## src/rtl/q_sys_pll_status_sequencer.sv

```systemverilog
// PLL power/lock sequencer: PWRDN -> MCGB_RST -> WAIT_LOCK -> LOCKED with a lock filter and sticky loss flag.
// Define Q_SYS_PLL_LOCK_LOSS_CNT_EN to build the saturating lock-loss event counter; otherwise lock_loss_count is 0.
module q_sys_pll_status_sequencer #(
    parameter int NUM_CONSUMERS      = 2,
    parameter int LOCK_FILTER_CYCLES = 256,
    parameter int MCGB_RST_CYCLES    = 16
) (
    input  logic                     clk,
    input  logic                     reset_n,
    input  logic                     pll_locked,
    input  logic [NUM_CONSUMERS-1:0] pll_powerdown_req,
    output logic                     pll_powerdown,
    output logic                     mcgb_rst,
    output logic                     pll_locked_output,
    output logic [NUM_CONSUMERS-1:0] pll_locked_fanout,
    output logic                     lock_lost_sticky,
    input  logic                     lock_lost_clr,
    output logic [15:0]              lock_loss_count
);

    typedef enum logic [1:0] {PWRDN, MCGB_RST, WAIT_LOCK, LOCKED} state_t;

    localparam logic [15:0] FILT_LAST = 16'(LOCK_FILTER_CYCLES - 1);
    localparam logic [7:0]  MCGB_LAST = 8'(MCGB_RST_CYCLES - 1);

    state_t      state_q, state_d;
    logic [1:0]  sync_q;
    logic [15:0] filt_q, filt_d;
    logic [7:0]  mcgb_cnt_q, mcgb_cnt_d;
    logic        pd_q, mcgb_rst_q, locked_q, sticky_q;
    logic        lock_s, req_any, loss_evt;

    assign lock_s  = sync_q[1];
    assign req_any = |pll_powerdown_req;

    always_comb begin
        state_d    = state_q;
        filt_d     = filt_q;
        mcgb_cnt_d = mcgb_cnt_q;
        loss_evt   = 1'b0;
        case (state_q)
            PWRDN: begin
                if (!req_any) begin
                    state_d    = MCGB_RST;
                    mcgb_cnt_d = '0;
                end
            end
            MCGB_RST: begin
                if (mcgb_cnt_q == MCGB_LAST) begin
                    state_d    = WAIT_LOCK;
                    mcgb_cnt_d = '0;
                    filt_d     = '0;
                end else begin
                    mcgb_cnt_d = mcgb_cnt_q + 8'd1;
                end
            end
            WAIT_LOCK: begin
                if (!lock_s) begin
                    filt_d = '0;
                end else if (filt_q == FILT_LAST) begin
                    state_d = LOCKED;
                    filt_d  = '0;
                end else begin
                    filt_d = filt_q + 16'd1;
                end
            end
            LOCKED: begin
                if (!lock_s) begin
                    state_d  = WAIT_LOCK;
                    filt_d   = '0;
                    loss_evt = 1'b1;
                end
            end
            default: state_d = PWRDN;
        endcase
        // Powerdown overrides everything, but a coincident loss still flags the sticky bit.
        if (req_any) begin
            state_d    = PWRDN;
            filt_d     = '0;
            mcgb_cnt_d = '0;
        end
    end

    // Outputs are decoded from the next state so they are valid in the first cycle of each state.
    always_ff @(posedge clk or negedge reset_n) begin
        if (!reset_n) begin
            state_q    <= PWRDN;
            sync_q     <= '0;
            filt_q     <= '0;
            mcgb_cnt_q <= '0;
            pd_q       <= 1'b1;
            mcgb_rst_q <= 1'b1;
            locked_q   <= 1'b0;
            sticky_q   <= 1'b0;
        end else begin
            state_q    <= state_d;
            sync_q     <= {sync_q[0], pll_locked};
            filt_q     <= filt_d;
            mcgb_cnt_q <= mcgb_cnt_d;
            pd_q       <= (state_d == PWRDN);
            mcgb_rst_q <= (state_d == PWRDN) || (state_d == MCGB_RST);
            locked_q   <= (state_d == LOCKED);
            if (loss_evt)
                sticky_q <= 1'b1;
            else if (lock_lost_clr)
                sticky_q <= 1'b0;
        end
    end

`ifdef Q_SYS_PLL_LOCK_LOSS_CNT_EN
    logic [15:0] loss_cnt_q;

    // A loss that coincides with a powerdown request is treated as powerdown-induced.
    always_ff @(posedge clk or negedge reset_n) begin
        if (!reset_n)
            loss_cnt_q <= '0;
        else if (loss_evt && !req_any && (loss_cnt_q != 16'hFFFF))
            loss_cnt_q <= loss_cnt_q + 16'd1;
    end

    assign lock_loss_count = loss_cnt_q;
`else
    assign lock_loss_count = '0;
`endif

    assign pll_powerdown     = pd_q;
    assign mcgb_rst          = mcgb_rst_q;
    assign pll_locked_output = locked_q;
    assign pll_locked_fanout = {NUM_CONSUMERS{locked_q}};
    assign lock_lost_sticky  = sticky_q;

endmodule
```

## config.mk

```make
export PLATFORM = sky130hd
export DESIGN_NAME = q_sys_pll_status_sequencer
export DESIGN_NICKNAME = d
export VERILOG_FILES = /design/src/rtl/q_sys_pll_status_sequencer.sv
export SDC_FILE = /design/constraint.sdc
export NUM_CORES = 1
export LEC_CHECK = 0
export CELL_PAD_IN_SITES_DETAIL_PLACEMENT = 0
export CELL_PAD_IN_SITES_GLOBAL_PLACEMENT = 2
export CORE_UTILIZATION = 30
export CTS_CLUSTER_SIZE = 10
export DETAILED_ROUTE_END_ITERATION = 16
export GPL_TIMING_DRIVEN = 0
export HOLD_SLACK_MARGIN = 0.15
export PLACE_DENSITY = 0.77
export SETUP_SLACK_MARGIN = 0.5
export SYNTH_ARGS = -nofsm -noshare
export SYNTH_HDL_FRONTEND = slang
export SYNTH_SLANG_ARGS = --single-unit
```

## constraint.sdc

```tcl
create_clock -name clk -period 2.5 [get_ports clk]
set_clock_uncertainty 0.15 [all_clocks]
set_input_delay 0.375 -clock clk [delete_from_list [all_inputs] [get_ports clk]]
set_output_delay 0.375 -clock clk [all_outputs]
set_load 0.01 [all_outputs]
```

## Word level (Yosys, flattened, before mapping)

Cells that the tools add are included.

- Register bits: 32
- Bits in latches: 0
- RAM bits: 0
- Bits in read-only memories: 0
- Input bits: 6
- Output and inout port bits: 22
- Logic and storage cells: 46
- Memories: 0

- $add $sub $neg: 2
- Multipliers: 0
- Divide/modulo/power cells: 0
- $lt $le $gt $ge: 0
- Equality and inequality tests: 9
- Shifts and indexed selects: 0
- Mux-type cells: 19
- Bitwise gates (word level): 0
- Reductions and logical operators: 8

Operator list:

| cell | count |
|---|---|
| $mux W16 | 5 |
| $pmux W16 S3 | 1 |
| $add A16 B1 Y16 const B | 1 |
| $eq A16 B8 Y1 const B | 1 |
| $mux W8 | 2 |
| $pmux W8 S2 | 1 |
| $mux W2 | 5 |
| $add A8 B1 Y8 const B | 1 |
| $eq A8 B4 Y1 const B | 1 |
| $pmux W2 S4 | 1 |
| $eq A2 B2 Y1 const B | 3 |
| $ne A3 B3 Y1 const B | 2 |
| $eq A2 B1 Y1 const B | 2 |
| $logic_not A2 Y1 | 2 |
| $mux W1 | 4 |
| $reduce_bool A4 Y1 | 1 |
| $reduce_and A3 Y1 | 1 |
| $reduce_bool A3 Y1 | 1 |
| $reduce_bool A2 Y1 | 1 |
| $reduce_or A2 Y1 | 1 |
| $logic_or A1 B1 Y1 | 1 |

## Longest topological paths before layout

- Word-level depth: 7
- Mapped depth: 7

## Least setup slack after synthesis

No wires, ideal clock.

- Path type: register to register
- Start point: reg filt_q[0]
- End point: reg filt_q[14]
- Library setup time: 82 ps
- Arrival time: 1,580 ps
- Required time: 2,268 ps
- Setup slack: 688 ps
- Cell stages (with the launch flop): 8
- Path buffers: 2
- Clock period less this slack: 1,812 ps
- Cells stage by stage: dfrtp_1 > ha_1 > and3_1 > clkbuf_1 > a41oi_4 > buf_6 > o211ai_1 > a31oi_1

- Word-level cells in the longest chain between the ends: 5
- Elaborated cells on any way between the ends: 6
- Classes of those cells: add/sub: 1; eq/ne: 1; mux: 4

Ends and longest elaborated chain:

| element | RTL line | text |
|---|---|---|
| start, declared | 28 | `logic [15:0] filt_q, filt_d;` |
| start signal, assigned | 98 | `filt_q <= filt_d;` |
| $add A16 B1 Y16 / $eq A16 B8 Y1 (equally long branches) | 64, 60 |  |
| $mux W16 (*) | 60 | `end else if (filt_q == FILT_LAST) begin` |
| $mux W16 (*) | 58 | `if (!lock_s) begin` |
| $pmux W16 S3 (*) | 41 | `case (state_q)` |
| $mux W16 (*) | 77 | `if (req_any) begin` |

Every way passes the cells marked *; elsewhere a longest branch is shown, timed or not.
A chain may end at the register's enable or synchronous reset.

## Worst setup path in the final report

Ends and elaborated chain as after synthesis.

==> results.tsv <==
metric	value	unit
reg_to_reg_slack_setup	0.55	ns
reg2reg_depth	8	
grt_start_max_net_pins	33	
most_instantiated_cells_after_synthesis	sky130_fd_sc_hd__dfrtp_1, sky130_fd_sc_hd__buf_4, sky130_fd_sc_hd__a31oi_1	
worstPathMaxFanout	8	
grt.overflow.total	0	
max_freq	0.512	GHz
htreeDepth	2	
route.antenna.remaining_nets	0	
worst_r2r_startpoint	filt_q[0]	
wire_per_inst	13.7	um
worst_slew_pin_tran	0.743	ns
post-synth-top-count-cell	sky130_fd_sc_hd__dfrtp_1	
biggest_area_contributors_in_the_synthesized_netlist	sky130_fd_sc_hd__dfrtp_1, sky130_fd_sc_hd__buf_4, sky130_fd_sc_hd__a31oi_1	
reg2reg_to	filt_q[14]	
num-fill-cells	590	
place_hpwl	2.72	mm
drt-vias-per-instance	4.92	
die-height	80.5	um
dr.first_iter.drc_count	92	
totalNegativeSetupSlack	0	ns
synth-edff-count	0	
first_global_vias	1427	
synth.lib_cells_used.distinct	52	
nature_of_the_critical_path_endpoint	flop	
syn-cell-area	1850	um^2
vias	1509	
finalSetupViolCount	0	
cts_root_buffer	sky130_fd_sc_hd__clkbuf_8	
layout-drive-gt1-share	0.280	
period_needed	1.95	ns
netlist.top_cell.by_area	sky130_fd_sc_hd__dfrtp_1	
clk_latency	0.29	ns
seq_area_frac_synth	0.435	
core-area	5920	um^2
instances_no_fill	307	
worstSetupStartpointType	flop	
worst_vdd_ir	0.290	mV
initial_utilization	0.312	
antenna_cells_inserted	0	
cellLeakagePower	1.04	nW
grt_first_pass_wirelength	6.98	mm
areaGrowthSynthToFinish	28.0	%
firstDrtPassIters	4	
drc	0	
cts.sink_count	32	
cts.path.max_buffers	2	
critical_path_arrival	2.01	ns
syn_inst	186	
number_of_slew_limit_violations_in_the_final_report	0	
synthDominantCellAreaShare	0.407	
synthFlopType	sky130_fd_sc_hd__dfrtp_1	
required	2.56	ns
die_area	6470	um^2
report.power.total	1.17	mW
postSynthRegisterBits	32	
timing.critical_path.to	filt_q[14]	
rows	28	
gpl.final_weighted_congestion	0.754	
finish.net_count	239	
critPathKind	reg2reg	
grt_antenna_before_repair	0	
synthesis.yosys.warnings	0	
top_level_ports	28	
max_cap_viols	0	
pwr_density_cell	496	nW/um^2
cts_inserted_buffers	5	
max-slew-margin-rel	0.505	
timing.final.hold_violations	0	
placedCellCount	287	
synthesis.area_per_instance	9.93	um^2
rsz0062_at_grt	yes	
final.period_utilization	0.782	
drt_wl_total	4.22	mm
cts_tree	done	
run_status	finished clean	
track_usage	0.144	
hp-class	reg2reg	
ys_async_rst_share	1.00	
die_x	80.5	um
worstSetupStartpoint	filt_q[0]	
clk_transition_reported_paths	0.07	ns
port_buffers	11	
routing by layer:
| layer | up-vias | global-route usage | share of wire |
|---|---|---|---|
| met3 | 7 | 0.0364 | 0.043 |
| li1 | 754 | - | - |
| met5 | - | 0 | 0 |
| met2 | 31 | 0.221 | 0.45 |
| met4 | 0 | 0.0661 | 0.018 |
| met1 | 717 | 0.189 | 0.49 |
logic make-up after synthesis:
| group | Yosys count | synth area share |
|---|---|---|
| other cells | 1 | 0.00203 |
| mux | 3 | 0.0169 |
| flops | 32 | 0.435 |
| xor+xnor | 3 | 0.0142 |
| fa+ha+maj | 2 | 0.0135 |
| buf+inv | 37 | 0.125 |
| simple gates | 64 | 0.214 |
| compound gates | 44 | 0.179 |
metrics by stage:
stage	worst slack [ns]	hold WS [ns]	utilization	area, um^2
after global routing	0.476	0.225	0.399	2360
after CTS	0.479	0.203	0.381	2250
after detailed placement	0.229	0.186	0.355	2100
after floorplan	0.688	-0.0706	-	1900
after global placement	0.188	0.181	0.356	2110
final	0.546	0.199	0.399	2360
layout by cell type, fill, tap and decap left out, types with 3 or more instances in the layout:
cell type,instances
sky130_fd_sc_hd__dfrtp_1,30
sky130_fd_sc_hd__a41oi_1,4
sky130_fd_sc_hd__nor2_1,5
sky130_fd_sc_hd__inv_1,10
sky130_fd_sc_hd__nand4_1,6
sky130_fd_sc_hd__and3_1,6
sky130_fd_sc_hd__and4_1,4
sky130_fd_sc_hd__buf_4,30
sky130_fd_sc_hd__a31oi_1,14
sky130_fd_sc_hd__o21ai_1,5
sky130_fd_sc_hd__nand3b_1,4
sky130_fd_sc_hd__clkbuf_8,7
sky130_fd_sc_hd__clkdlybuf4s50_1,10
sky130_fd_sc_hd__buf_6,3
sky130_fd_sc_hd__nand3_1,11
sky130_fd_sc_hd__o211ai_1,4
sky130_fd_sc_hd__nand2_1,9
sky130_fd_sc_hd__conb_1,16
sky130_fd_sc_hd__o22ai_1,3
state kept, by name, indices dropped and copies added, names as in the netlist:
signal / count
filt_q: 16
lock_lost_sticky: 1
mcgb_cnt_q: 8
mcgb_rst: 1
pll_locked_output: 1
pll_powerdown: 1
state_q: 2
sync_q: 2
timing repair:
item                                    4_1_cts  5_1_grt
setup buffers                                 1        9
endpoints found under the setup margin       17       17
hold buffers                                  1        0
pin swaps                                     1        3
gates cloned                                  0        1
hold endpoints to repair                     30        0
gates resized for setup                       2       14
cell type report:
type,count,area [um^2],area share
repair buffers,23,201,0.0852
well taps,75,93.8,0.0397
flip-flops and latches,32,803,0.340
clock buffers,7,96.3,0.0408
plain buffers,26,196,0.0831
multi-input cells,132,901,0.381
clock inverters,1,30.0,0.0127
inverters,11,41.3,0.0175
power by group:
part / internal, mW / total [mW] / switching (mW)
sequential: 0.522 / 0.525 / 0.00344
combinational: 0.0437 / 0.0930 / 0.0493
clock: 0.352 / 0.553 / 0.202
total: 0.917 / 1.17 / 0.254
critical path, cell delays in order (launching register included):
cell,delay (ns)
sky130_fd_sc_hd__dfrtp_1,0.42
sky130_fd_sc_hd__ha_2,0.19
sky130_fd_sc_hd__and3_1,0.17
sky130_fd_sc_hd__buf_4,0.16
sky130_fd_sc_hd__a41oi_4,0.21
sky130_fd_sc_hd__buf_6,0.15
sky130_fd_sc_hd__buf_4,0.14
sky130_fd_sc_hd__o211ai_1,0.08
sky130_fd_sc_hd__a31oi_1,0.18
worst min path at each step:
stage	startpoint	endpoint	slack, ns	cells after the start
2_1_floorplan	reset_n	filt_q[0]	-0.07	0
3_3_place_gp	sync_q[0]	sync_q[1]	0.18	0
3_5_place_dp	sync_q[0]	sync_q[1]	0.19	0
4_1_cts	sync_q[0]	sync_q[1]	0.20	0
5_1_grt	sync_q[0]	sync_q[1]	0.22	0
6_report	sync_q[0]	sync_q[1]	0.20	0
(Power assumes the default switching activity.)
